File: src/rtl/button_pkg.sv
// Shared state encoding and timing defaults for the button conditioner.
package button_pkg;

  typedef enum logic [1:0] {
    RELEASED,
    PRESS_WAIT,
    PRESSED,
    RELEASE_WAIT
  } btn_state_t;

  localparam int unsigned DEFAULT_NUM_BUTTONS     = 3;
  localparam int unsigned DEFAULT_DEBOUNCE_CYCLES = 12000;
  localparam int unsigned DEFAULT_LONG_CYCLES     = 12000000;

  // Counter width for a terminal count n; never narrower than one bit.
  function automatic int unsigned cnt_width(input int unsigned n);
    return (n < 2) ? 1 : $clog2(n);
  endfunction

endpackage

File: src/rtl/button_channel.sv
// One button: 2-flop synchronizer, debounce FSM, hold counter, registered pulses.
module button_channel
  import button_pkg::*;
#(
  parameter int unsigned DEBOUNCE_CYCLES = DEFAULT_DEBOUNCE_CYCLES,
  parameter int unsigned LONG_CYCLES     = DEFAULT_LONG_CYCLES
) (
  input  logic clk,
  input  logic rst_ni,
  input  logic button_i,
  output logic pressed_o,
  output logic press_o,
  output logic release_o,
  output logic long_o
);

  localparam int unsigned DW = cnt_width(DEBOUNCE_CYCLES);
  localparam int unsigned HW = cnt_width(LONG_CYCLES);
  localparam logic [DW-1:0] DMAX = DW'(DEBOUNCE_CYCLES - 1);
  localparam logic [HW-1:0] LMAX = HW'(LONG_CYCLES - 1);

  btn_state_t    state;
  logic          meta;
  logic          sync;
  logic [DW-1:0] dcnt;
  logic [HW-1:0] hcnt;
  logic          long_done;

  always_ff @(posedge clk or negedge rst_ni) begin
    if (!rst_ni) begin
      meta      <= 1'b1;
      sync      <= 1'b1;
      state     <= RELEASED;
      dcnt      <= '0;
      hcnt      <= '0;
      long_done <= 1'b0;
      pressed_o <= 1'b0;
      press_o   <= 1'b0;
      release_o <= 1'b0;
      long_o    <= 1'b0;
    end else begin
      meta      <= button_i;
      sync      <= meta;
      press_o   <= 1'b0;
      release_o <= 1'b0;
      long_o    <= 1'b0;

      // Hold time keeps accruing through RELEASE_WAIT so a bounce back to
      // PRESSED does not lose it; the long event itself only fires in PRESSED.
      if (state == PRESSED || state == RELEASE_WAIT) begin
        if (hcnt != '1) hcnt <= hcnt + 1'b1;
      end
      if (state == PRESSED && !long_done && hcnt >= LMAX) begin
        long_o    <= 1'b1;
        long_done <= 1'b1;
      end

      case (state)
        RELEASED: begin
          if (!sync) begin
            state <= PRESS_WAIT;
            dcnt  <= '0;
          end
        end
        PRESS_WAIT: begin
          if (sync) begin
            state <= RELEASED;
          end else if (dcnt == DMAX) begin
            state     <= PRESSED;
            press_o   <= 1'b1;
            pressed_o <= 1'b1;
            hcnt      <= '0;
            long_done <= 1'b0;
          end else begin
            dcnt <= dcnt + 1'b1;
          end
        end
        PRESSED: begin
          if (sync) begin
            state <= RELEASE_WAIT;
            dcnt  <= '0;
          end
        end
        RELEASE_WAIT: begin
          if (!sync) begin
            state <= PRESSED;
          end else if (dcnt == DMAX) begin
            state     <= RELEASED;
            release_o <= 1'b1;
            pressed_o <= 1'b0;
          end else begin
            dcnt <= dcnt + 1'b1;
          end
        end
        default: state <= RELEASED;
      endcase
    end
  end

endmodule

File: src/rtl/button_conditioner.sv
// Debounces NUM_BUTTONS active-low buttons and reports press/release/long-press events.
module button_conditioner
  import button_pkg::*;
#(
  parameter int unsigned NUM_BUTTONS     = DEFAULT_NUM_BUTTONS,
  parameter int unsigned DEBOUNCE_CYCLES = DEFAULT_DEBOUNCE_CYCLES,
  parameter int unsigned LONG_CYCLES     = DEFAULT_LONG_CYCLES
) (
  input  logic                   clk,
  input  logic                   rst_ni,
  input  logic [NUM_BUTTONS-1:0] button_i,
  output logic [NUM_BUTTONS-1:0] pressed_o,
  output logic [NUM_BUTTONS-1:0] press_o,
  output logic [NUM_BUTTONS-1:0] release_o,
  output logic [NUM_BUTTONS-1:0] long_o
);

  for (genvar g = 0; g < NUM_BUTTONS; g++) begin : g_chan
    button_channel #(
      .DEBOUNCE_CYCLES(DEBOUNCE_CYCLES),
      .LONG_CYCLES    (LONG_CYCLES)
    ) u_chan (
      .clk      (clk),
      .rst_ni   (rst_ni),
      .button_i (button_i[g]),
      .pressed_o(pressed_o[g]),
      .press_o  (press_o[g]),
      .release_o(release_o[g]),
      .long_o   (long_o[g])
    );
  end

endmodule

File: config.mk
export PLATFORM = sky130hd
export DESIGN_NAME = button_conditioner
export DESIGN_NICKNAME = d
export VERILOG_FILES = /design/src/rtl/button_pkg.sv /design/src/rtl/button_channel.sv /design/src/rtl/button_conditioner.sv
export SDC_FILE = /design/constraint.sdc
export NUM_CORES = 1
export LEC_CHECK = 0
export BUFFER_PORTS_ARGS = -buffer_cell sky130_fd_sc_hd__buf_2
export CAP_MARGIN = 20
export CORE_MARGIN = 10
export CORE_UTILIZATION = 40
export DETAILED_ROUTE_END_ITERATION = 10
export GPL_TIMING_DRIVEN = 0
export PLACE_DENSITY_LB_ADDON = 0.15
export SLEW_MARGIN = 20
export SYNTH_ARGS = -nofsm -noshare
export SYNTH_HDL_FRONTEND = slang
export SYNTH_SLANG_ARGS = --single-unit
File: constraint.sdc
create_clock -name clk -period 4.2 [get_ports clk]
set_clock_uncertainty 0.1 [all_clocks]
set_input_delay 0.84 -clock clk [delete_from_list [all_inputs] [get_ports clk]]
set_output_delay 0.84 -clock clk [all_outputs]
set_load 0.03 [all_outputs]
[Yosys cells after proc, flatten, opt, wreduce, memory -nomap -nowiden]
Index checks and enable logic that the tools add are counted.
Cells by class
  add/sub/neg operators: 6
  magnitude comparators: 3
  eq/ne operators: 39
  muxes and demuxes: 99
  reduce and logical (&&, ||, !) cells: 27
Operators by type and width (count)
  2-to-1 mux 24 bit: 15
  2-to-1 mux 14 bit: 15
  case mux 14 bit (4 select lines): 3
  adder 24 x 1 -> 24 bit (second input constant): 3
  >= comparator 24 bit (second input constant): 3
  != test 24 bit (second input constant): 3
  adder 14 x 1 -> 14 bit (second input constant): 3
  == test 14 bit (second input constant): 3
  2-to-1 mux 1 bit: 42
  2-to-1 mux 2 bit: 18
  case mux 2 bit (4 select lines): 3
  AND reduction 4 bit: 6
  != test 2 x 1 -> 1 bit (second input constant): 9
  != test 2 bit (second input constant): 9
  AND reduction 5 bit: 3
  == test 2 bit (second input constant): 6
  != test 3 x 1 -> 1 bit (second input constant): 3
  != test 3 bit (second input constant): 3
  == test 2 x 1 -> 1 bit (second input constant): 3
  logical AND 1 bit: 6
  zero test 2 bit: 3
  case mux 1 bit (2 select lines): 3
  nonzero test 2 bit: 3
  zero test 1 bit: 3
  logical OR 1 bit: 3
Word-level totals
  bits in registers: 141
  input bits: 5
  output and inout port bits: 12
  word-level logic and storage cells: 204

[Longest topological paths before layout]
  word-level depth: 7
  depth in mapped cells: 10
  depth with buffers taken out: 8

[Modules after synthesis]
From an unflattened synthesis, not the netlist that was laid out.
Unflattened totals
  cells, all modules: 814
  area, all modules: 7975.1 sq um
By module, submodules not included
  button_channel (g_chan[0].u_chan ...): times used 2, cells each 272, area each 2641.3 sq um, seq. area each 1178.6 sq um
  button_channel (g_chan[2].u_chan): times used 1, cells each 270, area each 2692.6 sq um, seq. area each 1178.6 sq um

[Worst setup path before layout]
No wires, ideal clock.
  path kind: reg2reg
  start: register g_chan[1].u_chan.dcnt[5]
  end: register g_chan[1].u_chan.hcnt[8]
  setup time: 132 ps
  arrival time: 2045 ps
  data required time: 3968 ps
  path slack: 1923 ps
  stages on the path, launching flop included: 7
  path buffers: 1
  period minus slack after synthesis: 2277 ps
  path through: dfrtp_1 -> or4b_4 -> or4_4 -> buf_6 -> or3_4 -> o211ai_1 -> o31ai_1
Between the ends
  word-level cells in the longest chain between the ends: 4
RTL lines
  start: declaration: line button_channel.sv:25  | logic [DW-1:0] dcnt;
  start signal: assignment: line button_channel.sv:75  | dcnt <= dcnt + 1'b1;
  start signal: assignment: line button_channel.sv:92  | dcnt <= dcnt + 1'b1;
  == test 14 bit: line button_channel.sv:68  | end else if (dcnt == DMAX) begin
  2-to-1 mux 24 bit: line button_channel.sv:68
  2-to-1 mux 24 bit: line button_channel.sv:66  | if (sync) begin
  2-to-1 mux 24 bit: line button_channel.sv:58  | case (state)
  end signal: assignment: line button_channel.sv:51  | if (hcnt != '1) hcnt <= hcnt + 1'b1;
  end: declaration: line button_channel.sv:26  | logic [HW-1:0] hcnt;
Every way passes these cells.
A chain may end at the register's enable or synchronous reset.

[Worst setup path in the final report]
  start: register g_chan[0].u_chan.dcnt[5]
  end: register g_chan[0].u_chan.hcnt[12]
Between the ends
  word-level cells in the longest chain between the ends: 4
RTL lines (line)
  start: declaration: button_channel.sv:25
  start signal: assignment: button_channel.sv:75
  start signal: assignment: button_channel.sv:92
  == test 14 bit: button_channel.sv:68
  2-to-1 mux 24 bit: button_channel.sv:68
  2-to-1 mux 24 bit: button_channel.sv:66
  2-to-1 mux 24 bit: button_channel.sv:58
  end signal: assignment: button_channel.sv:51
  end: declaration: button_channel.sv:26
Every way passes these cells.

==> results.yml <==
status:
  status: "finished, final reports clean"
critical_path:
  start_kind: "flip-flop"
  cpMaxStageDelayCell: "nor3_1"
  cpMostUsedCell: "nor3_1"
  critical_path.max_fanout: 10
  required_ns: 4.38
  reg2reg_slack_ns: 1.50
  crit_buf_inv: 1
  crit_chain: "nand4bb_1, nor3_1, nand2_1, nor3_1, clkbuf_1, nor2_1"
  r2r-start: "g_chan[0].u_chan.dcnt[5]$_DFFE_PN0P_"
  crit_arrival_ns: 2.88
  reg2reg_depth: 6
  r2r_end: "g_chan[0].u_chan.hcnt[12]$_DFF_PN0_"
  critPathMaxStageDelay_ns: 0.64
  path_depth: 6
  cp-end-kind: "flip-flop"
  cpLargestDelayFamily: "simple AND/OR/NAND/NOR gates"
  critPathKind: "reg -> reg"
cells_and_area:
  syn_to_final_growth_pct: 12.95
  antenna_cells: 0
  fillCellCount: 1757
  final_common_cell: "dfrtp_1"
  drive_gt1_share_pct: 11.20
  multiInputGateArea_mm2: 0.003562
  final_cell_mix: "dfrtp_1 (135), nor2_1 (102), nand2_1 (74)"
  top_regs: "g_chan.u_chan.hcnt: 72 flops, g_chan.u_chan.dcnt: 42 flops"
  ff_latch_area_mm2: 0.003536
  fin_util_pct: 46.13
  final_nets: 828
  fin_area_mm2: 0.008314
  largest_register_ffs: 72
  top_register: "g_chan.u_chan.hcnt"
sta:
  fmax_mhz: 369.8
  timing.final.ws_setup_ns: 1.496
  min_period_ns: 2.704
  setup_viol: 0
  relSlewSlack_pct: 33.37
  setup-tns-final_ns: 0
  tightest_slew_ns: 0.9904
  whs_ns: 0.2326
  rsz0062_at_grt: "no"
  slew_viol_final: 0
  fin_crit_sh_pct: 64.39
  hold_violations: 0
floorplan:
  die_x_um: 155.7
  ios: 17
  die-area_mm2: 0.02423
  start_util_pct: 40.84
  core_mm2: 0.01802
  die_y_um: 155.7
  rows: 49
global_route:
  grtUsageTotal_pct: 13.66
  grt_start_max_net_pins: 81
  grt_first_pass_wirelength_um: 28110
  antenna_found_initial: 0
  grt-ovfl-total: 0
  first_global_vias: 5974
route:
  wl_um: 15940
  post-route-drc-count: 0
  viasPerCell: 5.593
  firstDrtPassIters: 5
  ant_nets: 0
  vias: 5923
  drt_first_iter_violations: 468
  wl_per_cell_um: 15.05
yosys:
  avgSynthCellArea_um2: 9.425
  syn_area_mm2: 0.007361
  synth_ff_type: "dfrtp_1"
  ys_ff_latch: 141
  synth_edf_count: 0
  async_flop_share_pct: 100.0
  synth_nets: 792
  ys_types: 57
  synth_warnings: 0
  syn_inst: 781
  yosysSeqAreaShare_pct: 48.04
cts:
  post_cts_buffers: 0
  cts-buffers-inserted: 17
  cts-root-buf: "clkbuf_16"
  cts_resized: 0
  hold_buffers: 0
  cts_buffer_depth: 2
  clock-sinks: 141
  cts_max_level: 4
  clock_latency_ns: 0.42
  cts_tree: "done"
  clk_pin_slew_ns: 0.06
place:
  dpl_cell_area_mm2: 0.007765
  hpwl_um: 10900
  place_worst_setup_slack_ns: 1.560
  place.port_buffers: 16
  routabilityCongestion: 0.8493
pwr:
  cellPowerDensity_mw_per_mm2: 346.2
  p_leak_nw: 3.534
  max-vdd-ir-drop_uv: 411.2
hold_path:
  min_path_type: "in -> async"
job:
  maxCapViolations: 0
stage by stage:
step	cells	total power, mW
after floorplan	781	1.455
after CTS	1059	2.925
after detailed placement	1027	1.503
after global routing	1059	2.990
final	1059	2.879
after global placement	1026	1.494
how the worst max path moves through the flow:
stage / start / endpoint
floorplan: g_chan[1].u_chan.dcnt[5]$_DFFE_PN0P_ / g_chan[1].u_chan.hcnt[8]$_DFF_PN0_
global placement: rst_ni / g_chan[0].u_chan.dcnt[3]$_DFFE_PN0P_
detailed placement: g_chan[0].u_chan.dcnt[5]$_DFFE_PN0P_ / g_chan[0].u_chan.hcnt[12]$_DFF_PN0_
CTS: g_chan[0].u_chan.dcnt[5]$_DFFE_PN0P_ / g_chan[0].u_chan.hcnt[12]$_DFF_PN0_
global route: g_chan[0].u_chan.dcnt[5]$_DFFE_PN0P_ / g_chan[0].u_chan.hcnt[2]$_DFF_PN0_
finish: g_chan[0].u_chan.dcnt[5]$_DFFE_PN0P_ / g_chan[0].u_chan.hcnt[12]$_DFF_PN0_
final cells by class:
class | instances | share of cell area, %
multi-input combinational | 586 | 42.84
sequential | 141 | 42.53
inverter | 11 | 0.4966
clock inverter | 15 | 1.490
tap | 229 | 3.446
clock buffer | 17 | 5.117
buffer | 43 | 2.664
timing repair buffer | 17 | 1.415
synthesized netlist by cell type (4+ instances only):
cell type	number	area, um2
nor2_1	102	382.9
xnor2_1	46	402.9
clkbuf_1	24	90.09
buf_2	6	30.03
a22o_1	5	43.79
nor4_1	16	100.1
nor3b_1	6	45.04
or4_1	9	67.56
or3_1	17	106.4
nor3_1	24	120.1
ha_1	6	75.07
nand2_1	74	277.8
dfstp_2	6	157.7
and2_1	10	62.56
nand4_1	34	212.7
o31ai_1	9	67.56
o21ai_0	22	110.1
o211ai_1	10	75.07
and3_1	14	87.58
and4_1	12	105.1
mux2i_1	10	100.1
buf_4	12	90.09
dfrtp_1	135	3378
a211oi_1	9	67.56
a2111oi_0	4	35.03
a31o_2	5	43.79
xor2_1	26	227.7
a21oi_1	28	140.1
inv_1	10	37.54
nand3_1	46	230.2
kinds of logic after synthesis:
kind of cell | count (synthesis) | synth area share (%)
AND/OR/NAND/NOR | 388 | 27.42
flip-flops | 141 | 48.04
AO/OA/AOI/OAI | 109 | 9.876
XOR/XNOR | 72 | 8.567
buffers and inverters | 54 | 3.570
multiplexers | 11 | 1.513
adder cells (fa/ha/maj) | 6 | 1.020
per-layer routing:
| layer | up-vias | GRT usage (%) | routed length (um) |
|---|---|---|---|
| met1 | 2928 | 18.02 | 7836 |
| met5 | - | 0 | 0 |
| met2 | 90 | 21.90 | 7388 |
| li1 | 2889 | - | - |
| met3 | 16 | 3.060 | 541 |
| met4 | 0 | 4.144 | 176 |
where the power goes:
part / switching [mW] / internal (mW) / total [mW]
registers: 0.0186 / 1.38 / 1.40
logic: 0.0542 / 0.0248 / 0.0790
clock network: 0.594 / 0.809 / 1.40
(Power assumes the default switching activity.)
